==> src/rtl/load_unit.sv <==
// Multi-cycle load-word unit: effective address, handshaked memory read, register write-back.
// Optional byte loads (lb/lbu) are enabled by defining LOAD_BYTE_EN.
//   state | meaning
//   IDLE  | waiting for a load instruction
//   ADDR  | effective address valid; misaligned loads fault here
//   MEM   | MemRead asserted, waiting for Mem_ready or timeout
//   WB    | register-file write-back, done pulse
module load_unit #(
  parameter int         MEM_TIMEOUT = 16,
  parameter logic [5:0] LW_OPCODE   = 6'b100011
) (
  input  logic        clk,
  input  logic        reset,
  input  logic        instr_valid,
  input  logic [31:0] instruction,
  input  logic [31:0] Read_data1,
  output logic        busy,
  output logic [31:0] ALU_result,
  output logic        MemRead,
  input  logic        Mem_ready,
  input  logic [31:0] Mem_rdata,
  output logic        RegWrite,
  output logic [4:0]  Write_reg,
  output logic [31:0] Write_data,
  output logic        done,
  output logic        fault
);

  typedef enum logic [1:0] {IDLE, ADDR, MEM, WB} state_t;

  state_t      state;
  logic [7:0]  wait_cnt;
  logic [4:0]  rt_q;
  logic [5:0]  opcode;
  logic [31:0] eff_addr;
  logic        is_load;
  logic        is_byte;
  logic        misalign;
  logic [31:0] wb_data;

  assign opcode   = instruction[31:26];
  assign eff_addr = Read_data1 + {{16{instruction[15]}}, instruction[15:0]};

`ifdef LOAD_BYTE_EN
  localparam logic [5:0] LB_OPCODE  = 6'b100000;
  localparam logic [5:0] LBU_OPCODE = 6'b100100;

  logic       byte_q;
  logic       signed_q;
  logic [7:0] lane;

  assign is_byte = (opcode == LB_OPCODE) || (opcode == LBU_OPCODE);
  assign is_load = (opcode == LW_OPCODE) || is_byte;

  always_comb begin
    lane = Mem_rdata[7:0];
    case (ALU_result[1:0])
      2'd1:    lane = Mem_rdata[15:8];
      2'd2:    lane = Mem_rdata[23:16];
      2'd3:    lane = Mem_rdata[31:24];
      default: lane = Mem_rdata[7:0];
    endcase
    wb_data = Mem_rdata;
    if (byte_q)
      wb_data = signed_q ? {{24{lane[7]}}, lane} : {24'h0, lane};
  end
`else
  assign is_byte = 1'b0;
  assign is_load = (opcode == LW_OPCODE);
  assign wb_data = Mem_rdata;
`endif

  assign misalign = !is_byte && (eff_addr[1:0] != 2'b00);

  // The address is formed at accept so ALU_result and a misalign fault are visible during ADDR.
  always_ff @(posedge clk) begin
    if (reset) begin
      state      <= IDLE;
      wait_cnt   <= '0;
      rt_q       <= '0;
      busy       <= 1'b0;
      ALU_result <= '0;
      MemRead    <= 1'b0;
      RegWrite   <= 1'b0;
      Write_reg  <= '0;
      Write_data <= '0;
      done       <= 1'b0;
      fault      <= 1'b0;
`ifdef LOAD_BYTE_EN
      byte_q     <= 1'b0;
      signed_q   <= 1'b0;
`endif
    end else begin
      done     <= 1'b0;
      fault    <= 1'b0;
      RegWrite <= 1'b0;
      case (state)
        IDLE: begin
          if (instr_valid && is_load) begin
            state      <= ADDR;
            busy       <= 1'b1;
            rt_q       <= instruction[20:16];
            ALU_result <= eff_addr;
            done       <= misalign;
            fault      <= misalign;
`ifdef LOAD_BYTE_EN
            byte_q     <= is_byte;
            signed_q   <= (opcode == LB_OPCODE);
`endif
          end
        end
        ADDR: begin
          // fault is only ever high in ADDR for a misaligned address
          if (fault) begin
            state <= IDLE;
            busy  <= 1'b0;
          end else begin
            state    <= MEM;
            MemRead  <= 1'b1;
            wait_cnt <= '0;
          end
        end
        MEM: begin
          if (Mem_ready) begin
            state      <= WB;
            MemRead    <= 1'b0;
            Write_reg  <= rt_q;
            Write_data <= wb_data;
            RegWrite   <= (rt_q != 5'd0);
            done       <= 1'b1;
          end else if (wait_cnt == 8'(MEM_TIMEOUT - 1)) begin
            state   <= IDLE;
            busy    <= 1'b0;
            MemRead <= 1'b0;
            done    <= 1'b1;
            fault   <= 1'b1;
          end else begin
            wait_cnt <= wait_cnt + 8'd1;
          end
        end
        WB: begin
          state <= IDLE;
          busy  <= 1'b0;
        end
        default: begin
          state <= IDLE;
          busy  <= 1'b0;
        end
      endcase
    end
  end

endmodule

==> config.mk <==
export PLATFORM = sky130hd
export DESIGN_NAME = load_unit
export DESIGN_NICKNAME = d
export VERILOG_FILES = /design/src/rtl/load_unit.sv
export SDC_FILE = /design/constraint.sdc
export NUM_CORES = 1
export LEC_CHECK = 0
export CELL_PAD_IN_SITES_DETAIL_PLACEMENT = 1
export CELL_PAD_IN_SITES_GLOBAL_PLACEMENT = 2
export CORE_ASPECT_RATIO = 0.5
export CORE_MARGIN = 1.5
export CORE_UTILIZATION = 27
export DETAILED_ROUTE_END_ITERATION = 12
export PLACE_DENSITY_LB_ADDON = 0.1
export REMOVE_ABC_BUFFERS = 1
export SETUP_SLACK_MARGIN = 0.05
export SYNTH_ARGS = -nofsm -noshare
export SYNTH_HDL_FRONTEND = slang
export SYNTH_SLANG_ARGS = --single-unit
==> constraint.sdc <==
create_clock -name clk -period 7.2 [get_ports clk]
set_clock_uncertainty 0.05 [all_clocks]
set_input_delay 1.44 -clock clk [delete_from_list [all_inputs] [get_ports clk]]
set_output_delay 1.44 -clock clk [all_outputs]
set_load 0.01 [all_outputs]
* Word-level counts from Yosys, hierarchy flattened
Cells that the tools add are included.
Operators by class: mux-type cells 23, reductions and logical operators 12, bitwise operators 2, equal/unequal tests 12, $add $sub $neg 2
Operators by type and width (number):
- $add 32x32->32 | 1
- $mux 8 | 3
- $pmux 8 s2 | 1
- $ne 2x2->1 const B | 6
- $mux 1 | 10
- $add 8x1->8 const B | 1
- $eq 8x4->1 const B | 1
- $mux 2 | 4
- $pmux 2 s4 | 1
- $reduce_and 4->1 | 2
- $eq 6x6->1 const B | 1
- $pmux 1 s2 | 3
- $reduce_and 2->1 | 3
- $reduce_bool 5->1 | 1
- $eq 2x2->1 const B | 2
- $pmux 1 s4 | 1
- $reduce_bool 2->1 | 2
- $ne 3x3->1 const B | 1
- $reduce_and 3->1 | 1
- $reduce_or 3->1 | 1
- $eq 2x1->1 const B | 1
- $logic_not 2->1 | 1
- $not 1->1 | 2
- $logic_and 1x1->1 | 1
Storage, ports and cells: word-level logic and storage cells 62, output and inout port bits 74, register bits 89

* Depth between registers and ports, before layout
depth in word-level cells 4, gate-level depth with buffers 10

* Least setup slack after synthesis
OpenSTA, ideal clock, no wires.
path kind input to register, start point in instruction[0], end point reg ALU_result[22], cell stages on the path 10, arrival time 3342 ps, slack 3686 ps, required time 7028 ps, path through ha_1 > inv_1 > fa_1 > nand2b_1 > a21oi_1 > o21ai_0 > a21oi_1 > nor2_1 > o2111a_1 > a221o_1
On the way: word-level cells in the longest chain between the ends 1
Ends and longest elaborated chain:
- start: declaration | line 15 | input logic [31:0] instruction,
- $add 32x32->32 | line 42 | assign eff_addr = Read_data1 + {{16{instruction[15]}}, instruction[15:0]};
- end signal: assignment | line 103 | ALU_result <= eff_addr;
- end: declaration | line 18 | output logic [31:0] ALU_result,
Every way passes these cells. A chain may end at the register's enable or synchronous reset.

* Worst setup path after layout
start point in instruction[15], end point reg ALU_result[28]
The elaborated chain is that of the path after synthesis.

==> impl_metrics.csv <==
group,metric,value,unit
job,max_cap_viol_count,0,
clock_network,tritoncts,"built",
setup_path,cpMaxStageDelayCell,"clkdlybuf4s50_1",
min_path,hp-class,"reg -> reg",
setup_path,path_max_fanout,17,
sta,max_freq,0.227,GHz
sta,worst_pin_slew,0.821,ns
synthesis,synth_top_area_share,35.3,%
clock_network,clk_pin_slew_worst_paths,0.07,ns
synthesis,synthArstFlopShare,0,%
sta,setup_violations,0,
routing,drc,0,
power,switching_share,27.3,%
routing,first_pass_iters,4,
min_path,whs_endpoint,"ALU_result[11]$_SDFFE_PP0P_",
routing,dr_wl_met2,8.29,mm
final_layout,drive_gt1_share,4.03,%
run_status,status,"complete, no violations",
routing,top_layer,"met4",
routing,wire_per_inst,16.5,um
clock_network,cts.sink_count,89,
sta,grt_setup_unrepaired,"no",
setup_path,rr_worst_depth,7,
synthesis,ys_seq_elements,89,
setup_path,path_cells,"clkdlybuf4s50_1 > ha_1 > a21oi_1 > o21ai_0 > nor2_1 > a211oi_1 > nor3_1 > a2111o_1 > o211ai_1",
clock_network,cts-root-buf,"clkbuf_16",
setup_path,crit-reg2reg-launch,"state[1]$_SDFFE_PP0P_",
global_route,grt_max_degree,69,
sta,tns,0,ns
sta,period_needed,4.40,ns
routing,drt-met1-wl,8.54,mm
setup_path,reg2reg_slack,4.81,ns
global_route,grt_first_pass_wirelength,28.6,mm
routing,wl_met3,552,um
setup_path,critPathMaxStageDelay,0.84,ns
final_layout,final_util,39.6,%
clock_network,h-tree-depth,3,
clock_network,post_cts_buffers,0,
sta,max_slew_margin,45.1,%
final_layout,largestRegisters,"ALU_result (32), Write_data (32), wait_cnt (8)",
power,comb_power_share,18.9,%
floorplanning,rows,35,
setup_path,critPathCaptureType,"register",
setup_path,worstPathRequired,7.38,ns
floorplanning,die_y,99.7,um
synthesis,synthTopCellsByCount,"nand2_1, a21oi_1, dfxtp_1, nor2_1, ha_1",
sta,hold_viol,0,
synthesis,synth_most_common_cell,"nand2_1",
sta,fin_crit_sh,61.1,%
placement,dpl.hpwl,13.0,mm
synthesis,yosysWarnings,0,
synthesis,synth.yosys.seq_area_share,35.3,%
power,pwr-share-clk,42.3,%
power,peakVddDrop,0.106,mV
clock_network,cts_buffer_depth,2,
power,internal_power,925,uW
placement,io_buffers,168,
final_layout,design_area,7270,um^2
global_route,overflow,0,
synthesis,synth.distinct_cells,61,
synthesis,yosysTopAreaCell,"dfxtp_1",
synthesis,ys_top_cells_by_area,"dfxtp_1, nand2_1, a21oi_1, ha_1, nor2_1",
power,power_density,175,nW/um^2
routing,drtIter0Drc,187,
clock_network,cts_made_buffers,9,
floorplanning,initial_core_util,27.5,%
setup_path,r2r-end,"ALU_result[25]$_SDFFE_PP0P_",
min_path,hold_depth,2,
floorplanning,io_pins,174,
routing,via_count,5245,
placement,place_congestion,0.745,
power,leakage,2.63,nW
placement,placed_area,6940,um^2
synthesis,synth_cells,664,
clock_network,cts_resized,0,
global_route,grt_pass1_vias,5487,
setup_path,startpoint_type,"primary input",
min_path,min_from,"ALU_result[11]$_SDFFE_PP0P_",
global_route,antenna_found_initial,0,
power,pwr-share-seq,38.9,%
clock_network,cts_hold_buffers,0,
final_layout,nNetsFinal,947,
routing,postRouteWirelength,17.5,mm
setup_path,crit_type,"in -> reg",
clock_network,clkLatencyLatePin,0.35,ns
setup_path,arrival,4.58,ns
power,finalPower,1.27,mW
sta,drv_slew,0,
synthesis,synth_edf_count,0,
global_route,grt_use_total,18.4,%
final_layout,diodes,0,
power,switching_power,347,uW
synthesis,synthFlopType,"dfxtp_1",
routing,viasPerCell,4.95,
routing,ant_nets,0,
floorplanning,core-area,18300,um^2
final_layout,area_delta_synth_final,44.1,%
floorplanning,dieArea,19600,um^2
floorplanning,die_x,196,um
synthesis,netlist_area,5050,um^2
synthesis,syn_area_per_cell,7.61,um^2
-- cell usage in the layout (no fill, tap or decap), types with 3 or more instances in the layout --
cell             Yosys  routed
o21a_1               5       5
nand2b_1             4       4
a211oi_1             4       4
a21oi_1             96      96
o211ai_1             6       6
xor2_1               9       9
o31ai_1              6       6
nand3_1             16      16
nor3_1              18      18
inv_1               12      12
and2_1               3       4
a21o_1              16      16
nor2_1              37      37
ha_1                32      32
and3_1               5       5
xnor2_1             10      10
nor4_1               5       5
nand3b_1             6       6
buf_4                0       7
mux2i_1              4       4
o22ai_1              3       3
a31oi_1              3       3
o21ai_0             24      24
nand4_1             12      12
or3_1                5       5
nand2_1            151     151
clkdlybuf4s50_1      0     167
a21boi_0             3       3
clkbuf_16            0       9
dfxtp_1             89      89
-- power by group through the flow --
stage               Clock, mW  Sequential (mW)  Combinational, mW
CTS                     0.559            0.494              0.242
detailed placement          0            0.506              0.240
finish                  0.538            0.494              0.240
floorplan                   0            0.506              0.132
global placement            0            0.506              0.240
global route            0.577            0.495              0.266
-- critical path, delay by kind of cell --
family	cells	cell delay (ns)
AO/OA/AOI/OAI	5	1.00
adder cells (fa/ha/maj)	1	0.61
buffers and inverters	1	0.84
AND/OR/NAND/NOR	2	0.68
-- cell families after synthesis --
kind of cell	Yosys count	share of synthesized area (%)
AOI/OAI and AO/OA	192	23.3
xor gates and xnor gates	19	3.30
adders and majority gates	33	8.33
buffers and inverters	48	3.67
DFF	89	35.3
muxes	5	1.02
and+or+nand+nor	278	25.1
-- per-layer routing --
metal | global-route usage [%] | vias up
li1 | - | 2660
met1 | 23.7 | 2495
met2 | 32.3 | 79
met3 | 3.83 | 11
met4 | 3.02 | 0
met5 | 0 | -
-- how the worst max path moves through the flow --
| stage | depth (start not counted) | slack (ns) | endpoint | from |
|---|---|---|---|---|
| 6_report | 9 | 2.80 | ALU_result[28]$_SDFFE_PP0P_ | instruction[15] |
| 5_1_grt | 9 | 2.62 | ALU_result[28]$_SDFFE_PP0P_ | instruction[15] |
| 4_1_cts | 9 | 2.79 | ALU_result[28]$_SDFFE_PP0P_ | instruction[15] |
| 3_5_place_dp | 9 | 2.44 | ALU_result[28]$_SDFFE_PP0P_ | instruction[15] |
| 3_3_place_gp | 9 | 2.45 | ALU_result[28]$_SDFFE_PP0P_ | instruction[15] |
| 2_1_floorplan | 10 | 3.69 | ALU_result[22]$_SDFFE_PP0P_ | instruction[0] |
-- layout make-up --
type / count / area [um^2]
timing repair buffer: 175 / 1730
multi-input combinational: 527 / 3080
sequential: 89 / 1780
fill: 2215 / 11100
inverter: 12 / 45.0
clock buffer: 10 / 239
tap: 240 / 300
clock inverter: 6 / 96.3
-- metrics by stage --
| step | setup slack (ns) | std cells | hold WS, ns |
|---|---|---|---|
| finish | 2.80 | 1059 | 0.398 |
| global route | 2.62 | 1059 | 0.431 |
| CTS | 2.79 | 1059 | 0.403 |
| detailed placement | 2.44 | 1043 | 0.390 |
| global placement | 2.45 | 1043 | 0.390 |
| floorplan | 3.69 | 628 | 0.383 |
No activity file was read; power rests on OpenSTA's default activity.
